`src/rtl/timer_pkg.sv`:
```
//==============================================================================
// Module      : timer_pkg
// Description : Shared state encoding, BCD digit limits and load validation
//               for the mm:ss stopwatch / countdown timer.
// Revision    : 1.0 - initial release
//==============================================================================
`default_nettype none

package timer_pkg;

    // Controller state encoding
    localparam logic [1:0] ST_IDLE = 2'd0;
    localparam logic [1:0] ST_RUN  = 2'd1;
    localparam logic [1:0] ST_DONE = 2'd2;

    // BCD digit limits
    localparam logic [3:0] BCD_NINE     = 4'd9;
    localparam logic [3:0] SEC_TENS_MAX = 4'd5;

    // Minute value at which an up-count wraps back to 00:00
    localparam logic [7:0] DEFAULT_MAX_MIN = 8'h59;

    // A load value is accepted only when every digit is legal BCD, the
    // seconds field is at most 59 and the minutes field does not exceed the
    // wrap point. Because legal packed BCD orders the same way as binary, a
    // plain magnitude compare works for the minutes bound.
    function automatic logic load_is_valid(
        input logic [7:0] min_v,
        input logic [7:0] sec_v,
        input logic [7:0] max_min
    );
        return (min_v[3:0] <= BCD_NINE) &&
               (sec_v[3:0] <= BCD_NINE) &&
               (sec_v[7:4] <= SEC_TENS_MAX) &&
               (min_v <= max_min);
    endfunction

endpackage

`default_nettype wire

```
`src/rtl/bcd_digit_pair.sv`:
```
//==============================================================================
// Module      : bcd_digit_pair
// Description : Two-digit packed BCD up/down counter with programmable digit
//               limits. Rolls to 00 (up) or to the limits (down) and flags
//               a carry/borrow on the step that rolls over.
// Revision    : 1.0 - initial release
//==============================================================================
`default_nettype none

module bcd_digit_pair (
    input  logic       clk,
    input  logic       reset,      // asynchronous, active-low
    input  logic       en,         // advance one step this cycle
    input  logic       up,         // 1 = increment, 0 = decrement
    input  logic       load,       // synchronous load, has priority over en
    input  logic [7:0] load_val,
    input  logic [3:0] tens_max,
    input  logic [3:0] units_max,
    output logic [7:0] value,
    output logic       carry       // carry (up) or borrow (down) out
);

    logic [3:0] units;
    logic [3:0] tens;
    logic       units_term;
    logic       tens_term;
    logic [3:0] units_nxt;
    logic [3:0] tens_nxt;

    assign units = value[3:0];
    assign tens  = value[7:4];

    // Terminal digit detection: the limit when counting up, zero when down
    always_comb begin
        units_term = up ? (units == units_max) : (units == 4'd0);
        tens_term  = up ? (tens == tens_max)   : (tens == 4'd0);
    end

    assign carry = en & units_term & tens_term;

    // Next digit values: units always move, tens move only on a units rollover
    always_comb begin
        units_nxt = units;
        tens_nxt  = tens;
        if (units_term) begin
            units_nxt = up ? 4'd0 : units_max;
            if (tens_term) begin
                tens_nxt = up ? 4'd0 : tens_max;
            end else begin
                tens_nxt = up ? (tens + 4'd1) : (tens - 4'd1);
            end
        end else begin
            units_nxt = up ? (units + 4'd1) : (units - 4'd1);
        end
    end

    // Count register: load beats a count step
    always_ff @(posedge clk or negedge reset) begin
        if (!reset) begin
            value <= 8'h00;
        end else if (load) begin
            value <= load_val;
        end else if (en) begin
            value <= {tens_nxt, units_nxt};
        end
    end

endmodule

`default_nettype wire

```
`src/rtl/sec_min_counter.sv`:
```
//==============================================================================
// Module      : sec_min_counter
// Description : mm:ss stopwatch / countdown timer in packed BCD, advanced by
//               the rising edges of a 1 Hz square wave from the divider.
//               Provides done (countdown hit 00:00), wrap (up-count rolled
//               over) and load_err (rejected load) pulses.
// Revision    : 1.0 - initial release
//==============================================================================
`default_nettype none

module sec_min_counter
    import timer_pkg::*;
#(
    parameter int         SYNC_STAGES = 2,              // must be at least 2
    parameter logic [7:0] MAX_MIN     = DEFAULT_MAX_MIN
) (
    input  logic       clk,
    input  logic       reset,
    input  logic       tick_in,
    input  logic       run,
    input  logic       up_dn,
    input  logic       load,
    input  logic [7:0] load_min,
    input  logic [7:0] load_sec,
    output logic [7:0] min_bcd,
    output logic [7:0] sec_bcd,
    output logic       running,
    output logic       done,
    output logic       wrap,
    output logic       load_err
);

    logic [SYNC_STAGES-1:0] sync_ff;
    logic [SYNC_STAGES-1:0] sync_vld;
    logic                   tick_sync;
    logic                   sample_ok;
    logic                   tick_prev;
    logic                   armed;
    logic                   sec_en;

    logic [1:0]             state;
    logic [1:0]             state_nxt;

    logic                   load_valid;
    logic                   load_ok;
    logic                   load_bad;
    logic                   tick;
    logic                   at_zero;
    logic                   at_one;
    logic                   hold_zero;
    logic                   done_ev;
    logic                   sec_step;
    logic                   sec_carry;
    logic                   min_carry;
    logic [3:0]             min_units_lim;

    logic                   running_nxt;
    logic                   done_nxt;
    logic                   wrap_nxt;
    logic                   load_err_nxt;

    //--------------------------------------------------------------------------
    // Tick synchroniser and rising-edge detector.
    // sync_vld tracks which sync stages hold a genuine sample of tick_in
    // rather than reset zeros. The detector only arms after a genuine low
    // sample, so a tick_in that is already high when reset releases is not
    // mistaken for a new second.
    //--------------------------------------------------------------------------
    assign tick_sync = sync_ff[SYNC_STAGES-1];
    assign sample_ok = sync_vld[SYNC_STAGES-1];
    assign sec_en    = armed & tick_sync & ~tick_prev;

    // Synchroniser chain, sample-valid chain and edge-detector history
    always_ff @(posedge clk or negedge reset) begin
        if (!reset) begin
            sync_ff   <= '0;
            sync_vld  <= '0;
            tick_prev <= 1'b0;
            armed     <= 1'b0;
        end else begin
            sync_ff   <= {sync_ff[SYNC_STAGES-2:0], tick_in};
            sync_vld  <= {sync_vld[SYNC_STAGES-2:0], 1'b1};
            tick_prev <= tick_sync;
            armed     <= armed | (sample_ok & ~tick_sync);
        end
    end

    //--------------------------------------------------------------------------
    // Count control. A load strobe (valid or not) swallows a coincident tick.
    //--------------------------------------------------------------------------
    assign load_valid = load_is_valid(load_min, load_sec, MAX_MIN);
    assign load_ok    = load & load_valid;
    assign load_bad   = load & ~load_valid;

    assign tick      = sec_en & run & (state == ST_RUN) & ~load;
    assign at_zero   = (min_bcd == 8'h00) && (sec_bcd == 8'h00);
    assign at_one    = (min_bcd == 8'h00) && (sec_bcd == 8'h01);
    assign hold_zero = tick & ~up_dn & at_zero;
    assign sec_step  = tick & ~hold_zero;
    assign done_ev   = tick & ~up_dn & (at_zero | at_one);

    // When counting up inside the top minutes decade, the minutes units stop
    // at MAX_MIN's units digit so that the minute pair's carry marks the wrap
    // point exactly and the pair itself rolls to 00. Down-counts never borrow
    // out of 00 minutes, so they can always use 9.
    assign min_units_lim = (up_dn && (min_bcd[7:4] == MAX_MIN[7:4])) ?
                           MAX_MIN[3:0] : BCD_NINE;

    bcd_digit_pair u_sec_pair (
        .clk       (clk),
        .reset     (reset),
        .en        (sec_step),
        .up        (up_dn),
        .load      (load_ok),
        .load_val  (load_sec),
        .tens_max  (SEC_TENS_MAX),
        .units_max (BCD_NINE),
        .value     (sec_bcd),
        .carry     (sec_carry)
    );

    bcd_digit_pair u_min_pair (
        .clk       (clk),
        .reset     (reset),
        .en        (sec_carry),
        .up        (up_dn),
        .load      (load_ok),
        .load_val  (load_min),
        .tens_max  (MAX_MIN[7:4]),
        .units_max (min_units_lim),
        .value     (min_bcd),
        .carry     (min_carry)
    );

    //--------------------------------------------------------------------------
    // Controller FSM
    //--------------------------------------------------------------------------

    // State register
    always_ff @(posedge clk or negedge reset) begin
        if (!reset) begin
            state <= ST_IDLE;
        end else begin
            state <= state_nxt;
        end
    end

    // Next-state decode; a valid load resolves to RUN or IDLE from any state
    always_comb begin
        state_nxt = state;
        case (state)
            ST_IDLE: begin
                if (load_ok) begin
                    state_nxt = run ? ST_RUN : ST_IDLE;
                end else if (run) begin
                    state_nxt = ST_RUN;
                end
            end
            ST_RUN: begin
                if (load_ok) begin
                    state_nxt = run ? ST_RUN : ST_IDLE;
                end else if (done_ev) begin
                    state_nxt = ST_DONE;
                end else if (!run) begin
                    state_nxt = ST_IDLE;
                end
            end
            ST_DONE: begin
                if (load_ok) begin
                    state_nxt = run ? ST_RUN : ST_IDLE;
                end else if (!run) begin
                    state_nxt = ST_IDLE;
                end
            end
            default: begin
                state_nxt = ST_IDLE;
            end
        endcase
    end

    // Output decode, registered below so every status output is a flop
    always_comb begin
        running_nxt  = (state_nxt == ST_RUN);
        done_nxt     = done_ev;
        wrap_nxt     = min_carry & up_dn;
        load_err_nxt = load_bad;
    end

    // Status output registers
    always_ff @(posedge clk or negedge reset) begin
        if (!reset) begin
            running  <= 1'b0;
            done     <= 1'b0;
            wrap     <= 1'b0;
            load_err <= 1'b0;
        end else begin
            running  <= running_nxt;
            done     <= done_nxt;
            wrap     <= wrap_nxt;
            load_err <= load_err_nxt;
        end
    end

endmodule

`default_nettype wire
```
`config.mk`:
```
export PLATFORM = sky130hd
export DESIGN_NAME = sec_min_counter
export DESIGN_NICKNAME = d
export VERILOG_FILES = /design/src/rtl/timer_pkg.sv /design/src/rtl/bcd_digit_pair.sv /design/src/rtl/sec_min_counter.sv
export SDC_FILE = /design/constraint.sdc
export NUM_CORES = 1
export LEC_CHECK = 0
export ABC_CLOCK_PERIOD_IN_PS = 3800
export BUFFER_PORTS_ARGS = -buffer_cell sky130_fd_sc_hd__buf_4
export CAP_MARGIN = 10
export CORE_UTILIZATION = 55
export CTS_BUF_LIST = sky130_fd_sc_hd__clkbuf_16
export DETAILED_ROUTE_END_ITERATION = 6
export PLACE_DENSITY = 0.81
export SETUP_SLACK_MARGIN = 0.2
export SLEW_MARGIN = 20
export SYNTH_ARGS = -nofsm -noshare
export SYNTH_HDL_FRONTEND = slang
export SYNTH_SLANG_ARGS = --single-unit
export TNS_END_PERCENT = 10
```
`constraint.sdc`:
```
create_clock -name clk -period 3.8 [get_ports clk]
set_clock_uncertainty 0.2 [all_clocks]
set_input_delay 0.57 -clock clk [delete_from_list [all_inputs] [get_ports clk]]
set_output_delay 0.57 -clock clk [all_outputs]
set_load 0.01 [all_outputs]
```
### Yosys cells after proc, flatten, opt, wreduce, memory -nomap -nowiden

Index checks and enable logic that the tools add are counted.

| cells by class | value |
|---|---|
| add/subtract/negate cells | 8 |
| order comparisons | 4 |
| equal/unequal tests | 8 |
| muxes and demuxes | 28 |
| bitwise logic cells | 25 |
| reductions and logical operators | 18 |

Operators by type and width:

| kind | count |
|---|---|
| 2-to-1 mux 4 bit | 11 |
| 2-to-1 mux 8 bit | 4 |
| bitwise AND 1 bit | 17 |
| adder 4 x 1 -> 4 bit, second input constant | 4 |
| logical NOT 4 bit | 4 |
| logical NOT 8 bit | 2 |
| subtractor 4 x 1 -> 4 bit, second input constant | 4 |
| 2-to-1 mux 2 bit | 6 |
| equality test 4 x 3 -> 1 bit, second input constant | 2 |
| equality test 4 bit, second input constant | 2 |
| equality test 8 x 1 -> 1 bit, second input constant | 1 |
| less-or-equal comparator 4 bit, second input constant | 2 |
| less-or-equal comparator 8 x 7 -> 1 bit, second input constant | 1 |
| nonzero test 2 bit | 4 |
| inverter 1 bit | 6 |
| one-hot mux 2 bit (3 select lines) | 1 |
| logical AND 1 bit | 5 |
| 2-to-1 mux 1 bit | 5 |
| equality test 2 x 1 -> 1 bit, second input constant | 2 |
| less-or-equal comparator 4 x 3 -> 1 bit, second input constant | 1 |
| AND reduction 2 bit | 2 |
| 2-to-1 mux 3 bit | 1 |
| equality test 2 bit, second input constant | 1 |
| logical NOT 2 bit | 1 |
| OR 1 bit | 2 |

| word-level totals | value |
|---|---|
| register bits after elaboration | 28 |
| output and inout port bits | 20 |

### Logic depth before layout (Yosys ltp)

Gate-level depths: netlist of the first run.

| depth | value |
|---|---|
| depth after elaboration | 14 |
| gate-level depth with buffers | 8 |
| depth with buffers taken out | 7 |

### Cells and area by module

From an unflattened synthesis of the first run, not the netlist that was laid out.

| second synthesis, totals | value |
|---|---|
| cells, all modules | 228 |
| area, all modules | 2,147.1 um^2 |

Modules (own cells, without submodules):

| module | instances | cells each | area an instance (um^2) | sequential area each (um^2) |
|---|---|---|---|---|
| bcd_digit_pair | 2 | 93 | 813.3 | 200.2 |
| sec_min_counter | 1 | 42 | 520.5 | 300.3 |

### Worst setup path after synthesis of the first run

Ideal clock, no wire load.

| path | value |
|---|---|
| path type | input port to flip-flop |
| start | input port up_dn |
| end | register u_sec_pair.value[7] |
| setup time | 0.078 ns |
| arrival time | 2.305 ns |
| setup slack | 1.217 ns |
| stages | 8 |
| path buffers | 1 |
| cell sequence | buf_4 > inv_1 > ha_1 > a21o_1 > a21oi_1 > xnor2_1 > or4_1 > a21oi_1 |

| on the way | value |
|---|---|
| longest elaborated chain between the ends | 7 |
| elaborated cells on any way between the ends | 15 |

RTL lines:

| element | RTL line | source |
|---|---|---|
| from (decl) | sec_min_counter.sv:21 | `input logic up_dn,` |
| inverter 1 bit | sec_min_counter.sv:98 | `assign hold_zero = tick & ~up_dn & at_zero;` |
| bitwise AND 1 bit (2 in a row) | sec_min_counter.sv:98 |  |
| inverter 1 bit | sec_min_counter.sv:99 | `assign sec_step = tick & ~hold_zero;` |
| bitwise AND 1 bit | sec_min_counter.sv:99 |  |
| nonzero test 2 bit (no line) | -- |  |
| AND reduction 2 bit (no line) | -- |  |
| to (signal assigned) | bcd_digit_pair.sv:62 | `value <= load_val;` |
| to (signal assigned) | bcd_digit_pair.sv:64 | `value <= {tens_nxt, units_nxt};` |
| to (decl) | bcd_digit_pair.sv:19 | `output logic [7:0] value,` |

Several ways; a longest one is shown, not always the timed one. The select of a mux whose other input is x is not followed.
A chain may end at the register's enable or synchronous reset.

### Final worst setup path of the first run

Same ends and word-level chain as after synthesis.

==> results of run 1 <==
## power by group
part / internal (mW) / switching [mW]
clock: 0.210 / 0.0978
combinational: 0.260 / 0.246
sequential: 0.351 / 0.126
## registers in the layout (all words and copies together), names as in the netlist
signal,count
load_err,1
wrap,1
running,1
sync_vld,2
u_sec_pair.value,8
state,2
tick_prev,1
u_min_pair.value,8
armed,1
done,1
sync_ff,2
## cells in the final DEF (no fill, tap or decap), types with 5 or more instances in the layout
cell and instances:
buf_4 43, dfrtp_1 28, nand2_1 14, nor2_1 13, nand3_1 9, xnor2_1 9
inv_1 8, nor3_1 8, ha_1 8, a21oi_1 7, o21ai_0 6, nand4_1 5
o21ai_1 5
## routing by layer
layer	global-route usage (%)	part of all wire (%)	vias to the layer above
li1	-	-	780
met1	36.44	42	833
met2	46.67	50	84
met3	3.030	7.0	9
met4	7.641	1.2	0
met5	0	0	-
## logic make-up after synthesis
family	after synthesis	synth area share, %
compound gates	49	20.58
xor+xnor	10	4.785
fa+ha+maj	12	9.843
buf+inv	12	3.076
flops	28	38.28
mux	3	1.641
other cells	1	0.2049
simple gates	72	21.60
## area by class of cell
cell class                      count  area (µm²)
Fill cell                         233       815.8
Sequential cell                    28       700.7
Clock buffer                        3       75.07
Tap cell                           44       55.05
Clock inverter                      1       30.03
Multi-Input combinational cell    147        1074
Inverter                            8       30.03
Timing Repair Buffer               43       322.8
## how the worst max path moves through the flow
| stage | slack (ps) | from | to |
|---|---|---|---|
| detailed placement | 950 | up_dn | u_sec_pair.value[7] |
| CTS | 1220 | up_dn | u_sec_pair.value[7] |
| floorplan | 1220 | up_dn | u_sec_pair.value[7] |
| global placement | 1080 | up_dn | u_sec_pair.value[7] |
| finish | 1210 | up_dn | u_sec_pair.value[7] |
| global route | 1030 | u_min_pair.value[5] | u_sec_pair.value[4] |
## per-stage QoR
stage	power [mW]	setup WS, ps	utilization [%]
2_1_floorplan	0.7804	1217	-
3_3_place_gp	0.9428	1082	70.32
3_5_place_dp	0.9805	951.4	70.32
4_1_cts	1.290	1223	73.71
5_1_grt	1.371	1030	73.71
6_report	1.290	1205	73.71
==> summary.txt, run 1 <==
Power and ir drop
  • Worst VDD drop: 0.3157 mV
  • Total leakage power: 0.9994 nW
  • P per Cell Area: 564.0 nW/µm²

Critical path
  • Crit Path Class: in2reg
  • Max incr delay on CP: 480 ps
  • CP Capture Type: flop
  • Nature of the critical path startpoint: input pin
  • CP most frequent cell: a21oi_1
  • R2R depth: 5
  • Reg2reg setup slack: 1250 ps
  • Worst path bufs/invs: 2
  • Crit path depth: 8
  • Required @ worst endpoint: 3790 ps
  • FF-to-FF Start: u_min_pair.value[5]
  • Crit-path max FO: 15
  • Critical Path AT: 2580 ps
  • Critical Path, Cell by Cell: buf_4, inv_1, ha_1, a21o_1, a21oi_1, xnor2_1, or4_1, a21oi_1
  • CP top delay family: buffers and inverters
  • Reg2reg end: u_sec_pair.value[7]
  • CP max stage cell: inv_1

GRT
  • Largest net degree at the start of global routing: 29
  • Initial antenna violation count: 0
  • Global-route wire length before repair: 7327 µm
  • Total GRT Usage: 27.26%
  • Vias in the first global route: 1597
  • GRT Residual Overflow: 0

Clocking
  • Hold buffers post-CTS: 0
  • Root buf cell: clkbuf_16
  • Worst-skew pair later-pin latency: 260 ps
  • Reg clk slew, reported paths: 70 ps
  • CTS sink cnt: 28
  • H-tree depth: 1
  • Setup bufs post-CTS: 0
  • CTS Buf Count: 3
  • Max clock buf depth: 2
  • CTS tree: built
  • Post-CTS resize count: 0

Route
  • DR pass1 iterations: 4
  • Antenna viol nets, final: 0
  • Final WL: 4537 µm
  • Routed vias: 1706
  • DR iter-0 viols: 91
  • Drt wl/cell: 16.56 µm
  • DRC: 0
  • Vias/cell: 6.226

Placed design
  • Area after DPL: 2182 µm²
  • Port bufs: 41
  • RePlAce Congestion: 0.8499
  • DP HPWL: 3391 µm
  • Placed cells: 270

STA
  • # setup viols final: 0
  • Final hold slack: 17.78 ps
  • Tcrit/Tclk final: 68.28%
  • TNS Setup: 0 ps
  • Min cycle time layout: 2595 ps
  • RSZ-0062 raised after global routing: no
  • Slew Limit Fails: 0
  • Final Hold Fails: 0
  • Fmax: 385.4 MHz
  • Slew headroom: 58.38%
  • Transition time of the tightest slew-check pin: 623.7 ps

Synth
  • Number of flops mapped to enable cells by yosys: 0
  • Netlist Area Pre-Place: 1831 µm²
  • Primary FF master, synth: dfrtp_1
  • Top cells by area, synth: dfrtp_1 38%, ha_1 5.5%, fa_1 4.4%
  • Synthesized instance count: 187
  • Syn Area/Cell: 9.789 µm²
  • Library cells used by synthesis: 52
  • Flops & latches, synth: 28
  • Synthesized Nets: 221
  • Yosys top cell by area: dfrtp_1
  • Sequential share of the synthesized area: 38.28%
  • Yosys Warn Count: 0
  • Fraction of registers with async set/reset: 100.0%
  • Top-count cell post-synth: dfrtp_1
  • Synth cell count leaders: 28 x dfrtp_1, 14 x nand2_1, 13 x nor2_1, 9 x nand3_1, 9 x xnor2_1
  • Post-synth top area share: 38.28%

Finish
  • Fin area: 2287 µm²
  • Share of layout cells above drive strength 1: 23.91%
  • NumNets Final: 265
  • Area Overhead vs Synth: 24.95%
  • Final std cells w/o fill: 274
  • Antenna Cells: 0

Floorplan
  • Initial Utilization: 58.99%
  • FP Rows: 20
  • Die H: 59.69 µm
  • DIE AREA: 3563 µm²
  • Io pins: 42
  • Core area: 3103 µm²
  • Die Span X: 59.69 µm

Flow run
  • Total of max-cap violations: 0

Status
  • Status: finished, final reports clean

Min path
  • Hold Path Class: in2async
Power figures use the tool's default switching activity.
==> inputs of run 2 (changes only) <==
--- a/config.mk
+++ b/config.mk
@@ -5,13 +5,14 @@
 export SDC_FILE = /design/constraint.sdc
 export NUM_CORES = 1
 export LEC_CHECK = 0
-export ABC_CLOCK_PERIOD_IN_PS = 3800
+export ABC_AREA = 1
+export ABC_CLOCK_PERIOD_IN_PS = 2200
 export BUFFER_PORTS_ARGS = -buffer_cell sky130_fd_sc_hd__buf_4
 export CAP_MARGIN = 10
-export CORE_UTILIZATION = 55
+export CORE_UTILIZATION = 49
 export CTS_BUF_LIST = sky130_fd_sc_hd__clkbuf_16
 export DETAILED_ROUTE_END_ITERATION = 6
-export PLACE_DENSITY = 0.81
+export PLACE_DENSITY = 0.76
 export SETUP_SLACK_MARGIN = 0.2
 export SLEW_MARGIN = 20
 export SYNTH_ARGS = -nofsm -noshare
==> constraint.sdc (replaced) <==
create_clock -name clk -period 2.2 [get_ports clk]
set_clock_uncertainty 0.2 [all_clocks]
set_input_delay 0.33 -clock clk [delete_from_list [all_inputs] [get_ports clk]]
set_output_delay 0.33 -clock clk [all_outputs]
set_load 0.01 [all_outputs]
==> summary.txt, run 2 <==
Status
  • Status: finished, final reports clean

STA
  • # setup viols final: 0 (unchanged)
  • TNS Setup: 0 ps (unchanged)
  • Tcrit/Tclk final: 82.81%
  • Slew Limit Fails: 0 (unchanged)
  • Fmax: 548.9 MHz
  • Final hold slack: 96.17 ps (+78.40 ps)
  • Transition time of the tightest slew-check pin: 485.6 ps (-138.1 ps)
  • RSZ-0062 raised after global routing: yes
  • Final Hold Fails: 0 (unchanged)
  • Slew headroom: 67.29% (+8.9 points)
  • Min cycle time layout: 1822 ps

Clocking
  • Reg clk slew, reported paths: 70 ps (about the same)
  • Worst-skew pair later-pin latency: 260 ps (about the same)
  • Setup bufs post-CTS: 0 (unchanged)
  • CTS sink cnt: 28 (unchanged)
  • Max clock buf depth: 2 (unchanged)
  • CTS Buf Count: 3 (unchanged)
  • H-tree depth: 1 (unchanged)
  • Root buf cell: clkbuf_16
  • CTS tree: built

Floorplan
  • DIE AREA: 4227 µm² (+19%)
  • Die H: 65.02 µm (+8.9%)
  • Die Span X: 65.02 µm (+8.9%)
  • Core area: 3744 µm² (+21%)
  • Io pins: 42 (unchanged)
  • Initial Utilization: 51.97% (-7.0 points)
  • FP Rows: 22 (+10%)

Synth
  • Fraction of registers with async set/reset: 100.0% (unchanged)
  • Flops & latches, synth: 28 (unchanged)
  • Top-count cell post-synth: nand2_1
  • Synth cell count leaders: 67 x nand2_1, 28 x dfrtp_1, 28 x nand3_1, 19 x inv_1, 18 x nor2_1
  • Primary FF master, synth: dfrtp_1
  • Syn Area/Cell: 7.941 µm² (-19%)
  • Sequential share of the synthesized area: 36.01% (-2.3 points)
  • Yosys Warn Count: 0 (unchanged)
  • Netlist Area Pre-Place: 1946 µm² (+6.3%)
  • Synthesized Nets: 279 (+26%)
  • Library cells used by synthesis: 42 (-19%)
  • Number of flops mapped to enable cells by yosys: 0 (unchanged)
  • Post-synth top area share: 36.01% (-2.3 points)
  • Synthesized instance count: 245 (+31%)
  • Yosys top cell by area: dfrtp_1
  • Top cells by area, synth: dfrtp_1 36%, nand2_1 13%, nand3_1 7.2%

Finish
  • Largest regs: u_min_pair.value: 8 flops, u_sec_pair.value: 8 flops
  • Layout filler cell count: 348 (+49%)
  • Antenna Cells: 0 (unchanged)
  • Commonest non-fill, non-tap cells in the layout: 67 x nand2_1, 45 x buf_4, 28 x nand3_1, 27 x dfrtp_1, 19 x inv_1
  • NumNets Final: 326 (+23%)
  • Commonest non-fill, non-tap cell in the layout: nand2_1
  • Area Overhead vs Synth: 25.02% (about the same)
  • Share of layout cells above drive strength 1: 25.43% (+1.5 points)

Critical path
  • CP Capture Type: flop
  • Crit-path max FO: 5 (-10)
  • Nature of the critical path startpoint: flop
  • Critical Path, Cell by Cell: ha_1, a21oi_1, o21ai_0, or2_2, nand3_1, nor2_1, nand3_1, nand2_1
  • CP max stage cell: dfrtp_1
  • Critical Path AT: 1780 ps (-800 ps)
  • Max incr delay on CP: 430 ps (-50 ps)
  • CP most frequent cell: nand3_1
  • Required @ worst endpoint: 2160 ps (-1630 ps)
  • Crit Path Class: reg2reg

Route
  • DR iter-0 viols: 71 (-22%)
  • Routed vias: 1766 (+3.5%)
  • Antenna viol nets, final: 0 (unchanged)
  • DRC: 0 (unchanged)
  • Final WL: 4266 µm (-6.0%)
  • Vias/cell: 5.209 (-16%)
  • Drt wl/cell: 12.58 µm (-24%)
  • DR pass1 iterations: 4 (unchanged)

Power and ir drop
  • Worst VDD drop: 0.5334 mV (+69%)
  • PnR Total Power: 2.518 mW (+95%)
  • Total internal power: 1.534 mW (+87%)
  • Sw frac: 39.09% (+2.7 points)
  • Logic pwr share: 45.5% (+6.3 points)
  • Flop pwr share: 32.9% (-4.1 points)
  • Total leakage power: 1.247 nW (+25%)
  • Clock power frac: 21.6% (-2.2 points)
  • P_sw: 0.9841 mW (+110%)
  • P per Cell Area: 1035 nW/µm² (+84%)

Flow run
  • Total of max-cap violations: 0 (unchanged)

Placed design
  • DP HPWL: 3166 µm (-6.6%)
  • RePlAce Congestion: 0.8920 (+5.0%)
  • Port bufs: 41 (unchanged)

GRT
  • Total GRT Usage: 23.56% (-3.7 points)
  • GRT Residual Overflow: 0 (unchanged)
  • Global-route wire length before repair: 7748 µm (+5.7%)
  • Vias in the first global route: 1758 (+10%)
  • Initial antenna violation count: 0 (unchanged)
  • Largest net degree at the start of global routing: 29 (unchanged)

Min path
  • Hold Path Class: in2reg
-- run 2: worst paths after layout --
kind                                       end                 from  cells after the start  slack [ps]
max                        u_min_pair.value[7]  u_min_pair.value[6]                      8         380
min                        u_min_pair.value[3]          load_min[3]                      3         100
max reg2reg                u_min_pair.value[7]  u_min_pair.value[6]                      8         380
min reg2reg                        sync_vld[1]          sync_vld[0]                      0         150
max in group asynchronous  u_sec_pair.value[1]                reset                      2        1190
min in group asynchronous  u_min_pair.value[4]                reset                      2         320
-- run 2: cell families after synthesis --
logic type / after synthesis / share of synthesized area [%]
AOI/OAI and AO/OA: 32 / 10.61
xor gates and xnor gates: 10 / 4.501
adders and majority gates: 12 / 9.261
buffers and inverters: 28 / 6.816
DFF: 28 / 36.01
other: 1 / 0.1927
and+or+nand+nor: 134 / 32.60
-- run 2: timing repair --
item | 4_1_cts | 5_1_grt
resized for setup | 0 | 2
endpoints found under the hold margin | 29 | 0
setup endpoints to repair | 0 | 3
hold buffers | 2 | 0
-- run 2: critical path, delay by kind of cell (launching register included) --
| family | cells | cell delay [ps] |
|---|---|---|
| adder cells (fa/ha/maj) | 1 | 340 |
| flip-flops | 1 | 430 |
| AO/OA/AOI/OAI | 2 | 250 |
| AND/OR/NAND/NOR | 5 | 500 |
-- run 2: final cells by class --
type	instances	area (µm²)	share of cell area [%]
multi-input combinational	189	1116	45.88
sequential	28	701.9	28.86
timing repair buffer	47	357.8	14.71
inverter	23	91.34	3.755
clock buffer	3	75.07	3.086
tap	48	60.06	2.469
clock inverter	1	30.03	1.235
-- run 2: through the flow --
step | instance area, µm² | utilization, % | setup slack (ps) | cells
finish | 2432 | 64.97 | 378.1 | 339
detailed placement | 2302 | 61.50 | 217.7 | 333
CTS | 2427 | 64.84 | 375.1 | 339
floorplan | 1946 | - | 324.0 | 245
global route | 2432 | 64.97 | 196.9 | 339
global placement | 2302 | 61.50 | 273.5 | 333
-- run 2: per-layer routing --
layer / global-route usage (%) / part of all wire, % / up-vias
met5: 0 / 0 / -
met2: 40.63 / 50 / 43
met1: 31.24 / 45 / 830
met4: 4.620 / 0.23 / 0
li1: - / - / 891
met3: 3.697 / 4.2 / 2
-- run 2: power groups by stage --
stage	clock (mW)	sequential, mW	combinational [mW]
2_1_floorplan	0	0.847	0.737
3_3_place_gp	0	0.833	1.10
3_5_place_dp	0	0.834	1.13
4_1_cts	0.549	0.826	1.14
5_1_grt	0.579	0.857	1.33
6_report	0.544	0.827	1.15
==> inputs of run 3 (changes only) <==
--- a/config.mk
+++ b/config.mk
@@ -5,14 +5,14 @@
 export SDC_FILE = /design/constraint.sdc
 export NUM_CORES = 1
 export LEC_CHECK = 0
-export ABC_AREA = 1
-export ABC_CLOCK_PERIOD_IN_PS = 2200
+export ABC_AREA = 0
+export ABC_CLOCK_PERIOD_IN_PS = 1800
 export BUFFER_PORTS_ARGS = -buffer_cell sky130_fd_sc_hd__buf_4
 export CAP_MARGIN = 10
-export CORE_UTILIZATION = 49
+export CORE_UTILIZATION = 54
 export CTS_BUF_LIST = sky130_fd_sc_hd__clkbuf_16
 export DETAILED_ROUTE_END_ITERATION = 6
-export PLACE_DENSITY = 0.76
+export PLACE_DENSITY = 0.8
 export SETUP_SLACK_MARGIN = 0.2
 export SLEW_MARGIN = 20
 export SYNTH_ARGS = -nofsm -noshare
==> constraint.sdc (replaced) <==
create_clock -name clk -period 1.8 [get_ports clk]
set_clock_uncertainty 0.2 [all_clocks]
set_input_delay 0.27 -clock clk [delete_from_list [all_inputs] [get_ports clk]]
set_output_delay 0.27 -clock clk [all_outputs]
set_load 0.01 [all_outputs]
==> summary.txt, run 3 (synthesis gave the netlist of run 1 again) <==
Finish
  • Largest regs: u_min_pair.value: 8 flops, u_sec_pair.value: 8 flops
  • Layout filler cell count: 105 (-70%)
  • Commonest non-fill, non-tap cells in the layout: 95 x buf_4, 28 x dfrtp_1, 14 x nand2_1, 13 x nor2_1, 8 x xnor2_1
  • Final std cells w/o fill: 333 (-1.8%)
  • Final Core Density: 92.40% (+27 points)
  • Multi-input logic area: 1197 µm² (+7.3%)
  • Reg area: 700.7 µm² (-0.18%)
  • NumNets Final: 324 (-0.61%)
  • Share of layout cells above drive strength 1: 46.37% (+21 points)
  • Antenna Cells: 0 (unchanged)
  • Commonest non-fill, non-tap cell in the layout: buf_4
  • Area Overhead vs Synth: 57.89%

Clocking
  • Reg clk slew, reported paths: 70 ps (about the same)
  • Max clock buf depth: 2 (unchanged)
  • CTS Buf Count: 3 (unchanged)
  • Root buf cell: clkbuf_16
  • CTS sink cnt: 28 (unchanged)
  • H-tree depth: 1 (unchanged)
  • CTS tree: built
  • Worst-skew pair later-pin latency: 270 ps (about the same)

Placed design
  • DP HPWL: 4141 µm (+31%)
  • Placed cells: 321 (-3.6%)
  • RePlAce Congestion: 0.8879 (-0.46%)
  • Pre-CTS WS: -408.5 ps (-626.2 ps)
  • Port bufs: 41 (unchanged)

Route
  • Routed vias: 2222 (+26%)
  • DRC: 0 (unchanged)
  • Antenna viol nets, final: 0 (unchanged)
  • DR iter-0 viols: 297 (+320%)
  • Vias/cell: 6.673 (+28%)
  • DR pass1 iterations: 5 (+1)
  • Final WL: 7393 µm (+73%)
  • Drt wl/cell: 22.20 µm (+76%)

Critical path
  • CP Capture Type: flop
  • Reg2reg setup slack: -470 ps (-850 ps)
  • Nature of the critical path startpoint: flop
  • Required @ worst endpoint: 1770 ps (-390 ps)
  • Critical Path AT: 2240 ps (+460 ps)
  • Max incr delay on CP: 420 ps (about the same)
  • Crit Path Class: reg2reg
  • Crit-path max FO: 4 (-1)
  • CP max stage cell: dfrtp_1
  • Critical Path, Cell by Cell: buf_6, or3_4, a211oi_4, nand2_2, buf_4, a211o_1, a31oi_1

STA
  • Final Hold Fails: 0 (unchanged)
  • Min cycle time layout: 2273 ps (+451.1 ps)
  • RSZ-0062 raised after global routing: yes
  • Slew Limit Fails: 0 (unchanged)
  • Fmax: 440.0 MHz (-20%)
  • # setup viols final: 21 (+21)
  • Tcrit/Tclk final: 126.3% (+43 points)
  • Worst setup margin: -472.9 ps (-851.1 ps)

Power and ir drop
  • P_sw: 1.313 mW (+33%)
  • Clock power frac: 19.8% (-1.8 points)
  • Sw frac: 38.48% (-0.61 points)
  • P per Cell Area: 1180 nW/µm² (+14%)
  • PnR Total Power: 3.412 mW (+36%)
  • Worst VDD drop: 0.7833 mV (+47%)
  • Logic pwr share: 54.8% (+9.3 points)
  • Total internal power: 2.099 mW (+37%)
  • Flop pwr share: 25.4% (-7.5 points)
  • Total leakage power: 1.327 nW (+6.4%)

Floorplan
  • Initial Utilization: 58.52% (+6.5 points)
  • Die Span X: 60.22 µm (-7.4%)
  • Core area: 3128 µm² (-16%)
  • DIE AREA: 3626 µm² (-14%)
  • Die H: 60.22 µm (-7.4%)
  • Io pins: 42 (unchanged)
  • FP Rows: 20 (-9.1%)

Status
  • Status: complete, but fails checks
  • Failing checks: setup timing

GRT
  • Vias in the first global route: 2151 (+22%)
  • Largest net degree at the start of global routing: 29 (unchanged)
  • Total GRT Usage: 38.89% (+15 points)
  • GRT Residual Overflow: 0 (unchanged)
  • Global-route wire length before repair: 10120 µm (+31%)
  • Initial antenna violation count: 0 (unchanged)

Flow run
  • Total of max-cap violations: 0 (unchanged)

Min path
  • Hold Path Class: in2reg
## run 3: cell types whose count changed in the layout (fill, tap and decap cells not counted), moves of 5 or more
| cell | previous run | this run |
|---|---|---|
| nand2_1 | 67 | 14 |
| o21ai_0 | 13 | 4 |
| nor2_1 | 18 | 13 |
| buf_4 | 45 | 95 |
| inv_1 | 19 | 7 |
| nand3_1 | 28 | 7 |
## run 3: power by group through the flow
| stage | logic (mW) | clock network (mW) | registers, mW |
|---|---|---|---|
| finish | 1.87 | 0.675 | 0.868 |
| global route | 1.98 | 0.688 | 0.871 |
| global placement | 1.52 | 0 | 0.836 |
| floorplan | 0.670 | 0 | 1.00 |
| detailed placement | 1.61 | 0 | 0.846 |
| CTS | 1.72 | 0.667 | 0.844 |
## run 3: critical path, delay by kind of cell (launching register included)
kind	cells	cell delay, ps
buffers and inverters	2	300
DFF	1	420
and+or+nand+nor	2	520
AOI/OAI and AO/OA	3	720
## run 3: final cells by class
cell class,count,share of cell area (%)
repair buffers,102,27.62
clock inverters,1,1.039
multi-input cells,147,41.43
clock buffers,3,2.597
flip-flops and latches,28,24.24
well taps,44,1.905
inverters,8,1.169
## run 3: timing repair
action / CTS / global route
setup endpoints to repair: 21 / 22
hold buffers: 2 / 0
setup buffers: 5 / 1
resized for setup: 7 / 20
endpoints found under the hold margin: 29 / 0
pin swaps: 6 / 11
## run 3: path summary, 6_finish.rpt
check	start	end	cells after the start
setup reg to reg	u_min_pair.value[0]	u_min_pair.value[6]	7
max in group asynchronous	reset	u_min_pair.value[2]	2
setup / recovery	u_min_pair.value[0]	u_min_pair.value[6]	7
hold / removal	load_min[0]	u_min_pair.value[0]	3
min in group asynchronous	reset	wrap	2
hold reg to reg	sync_ff[0]	sync_ff[1]	0
## run 3: metrics by stage
| stage | setup TNS [ps] | hold slack, ps | cell area [µm²] |
|---|---|---|---|
| 2_1_floorplan | -2949 | -225.6 | 1872 |
| 3_3_place_gp | -4525 | -1.007 | 2606 |
| 3_5_place_dp | -6392 | 15.03 | 2606 |
| 4_1_cts | -5636 | 13.02 | 2796 |
| 5_1_grt | -6891 | 41.19 | 2890 |
| 6_report | -5631 | 23.94 | 2890 |
## run 3: per-layer routing
layer  vias up  share of wire (%)  global-route usage (%)
li1        904                  -                       -
met1      1100                 36                   45.66
met2       171                 51                   67.97
met3        47                7.7                   5.411
met4         0                4.6                   20.60
met5         -                  0                       0
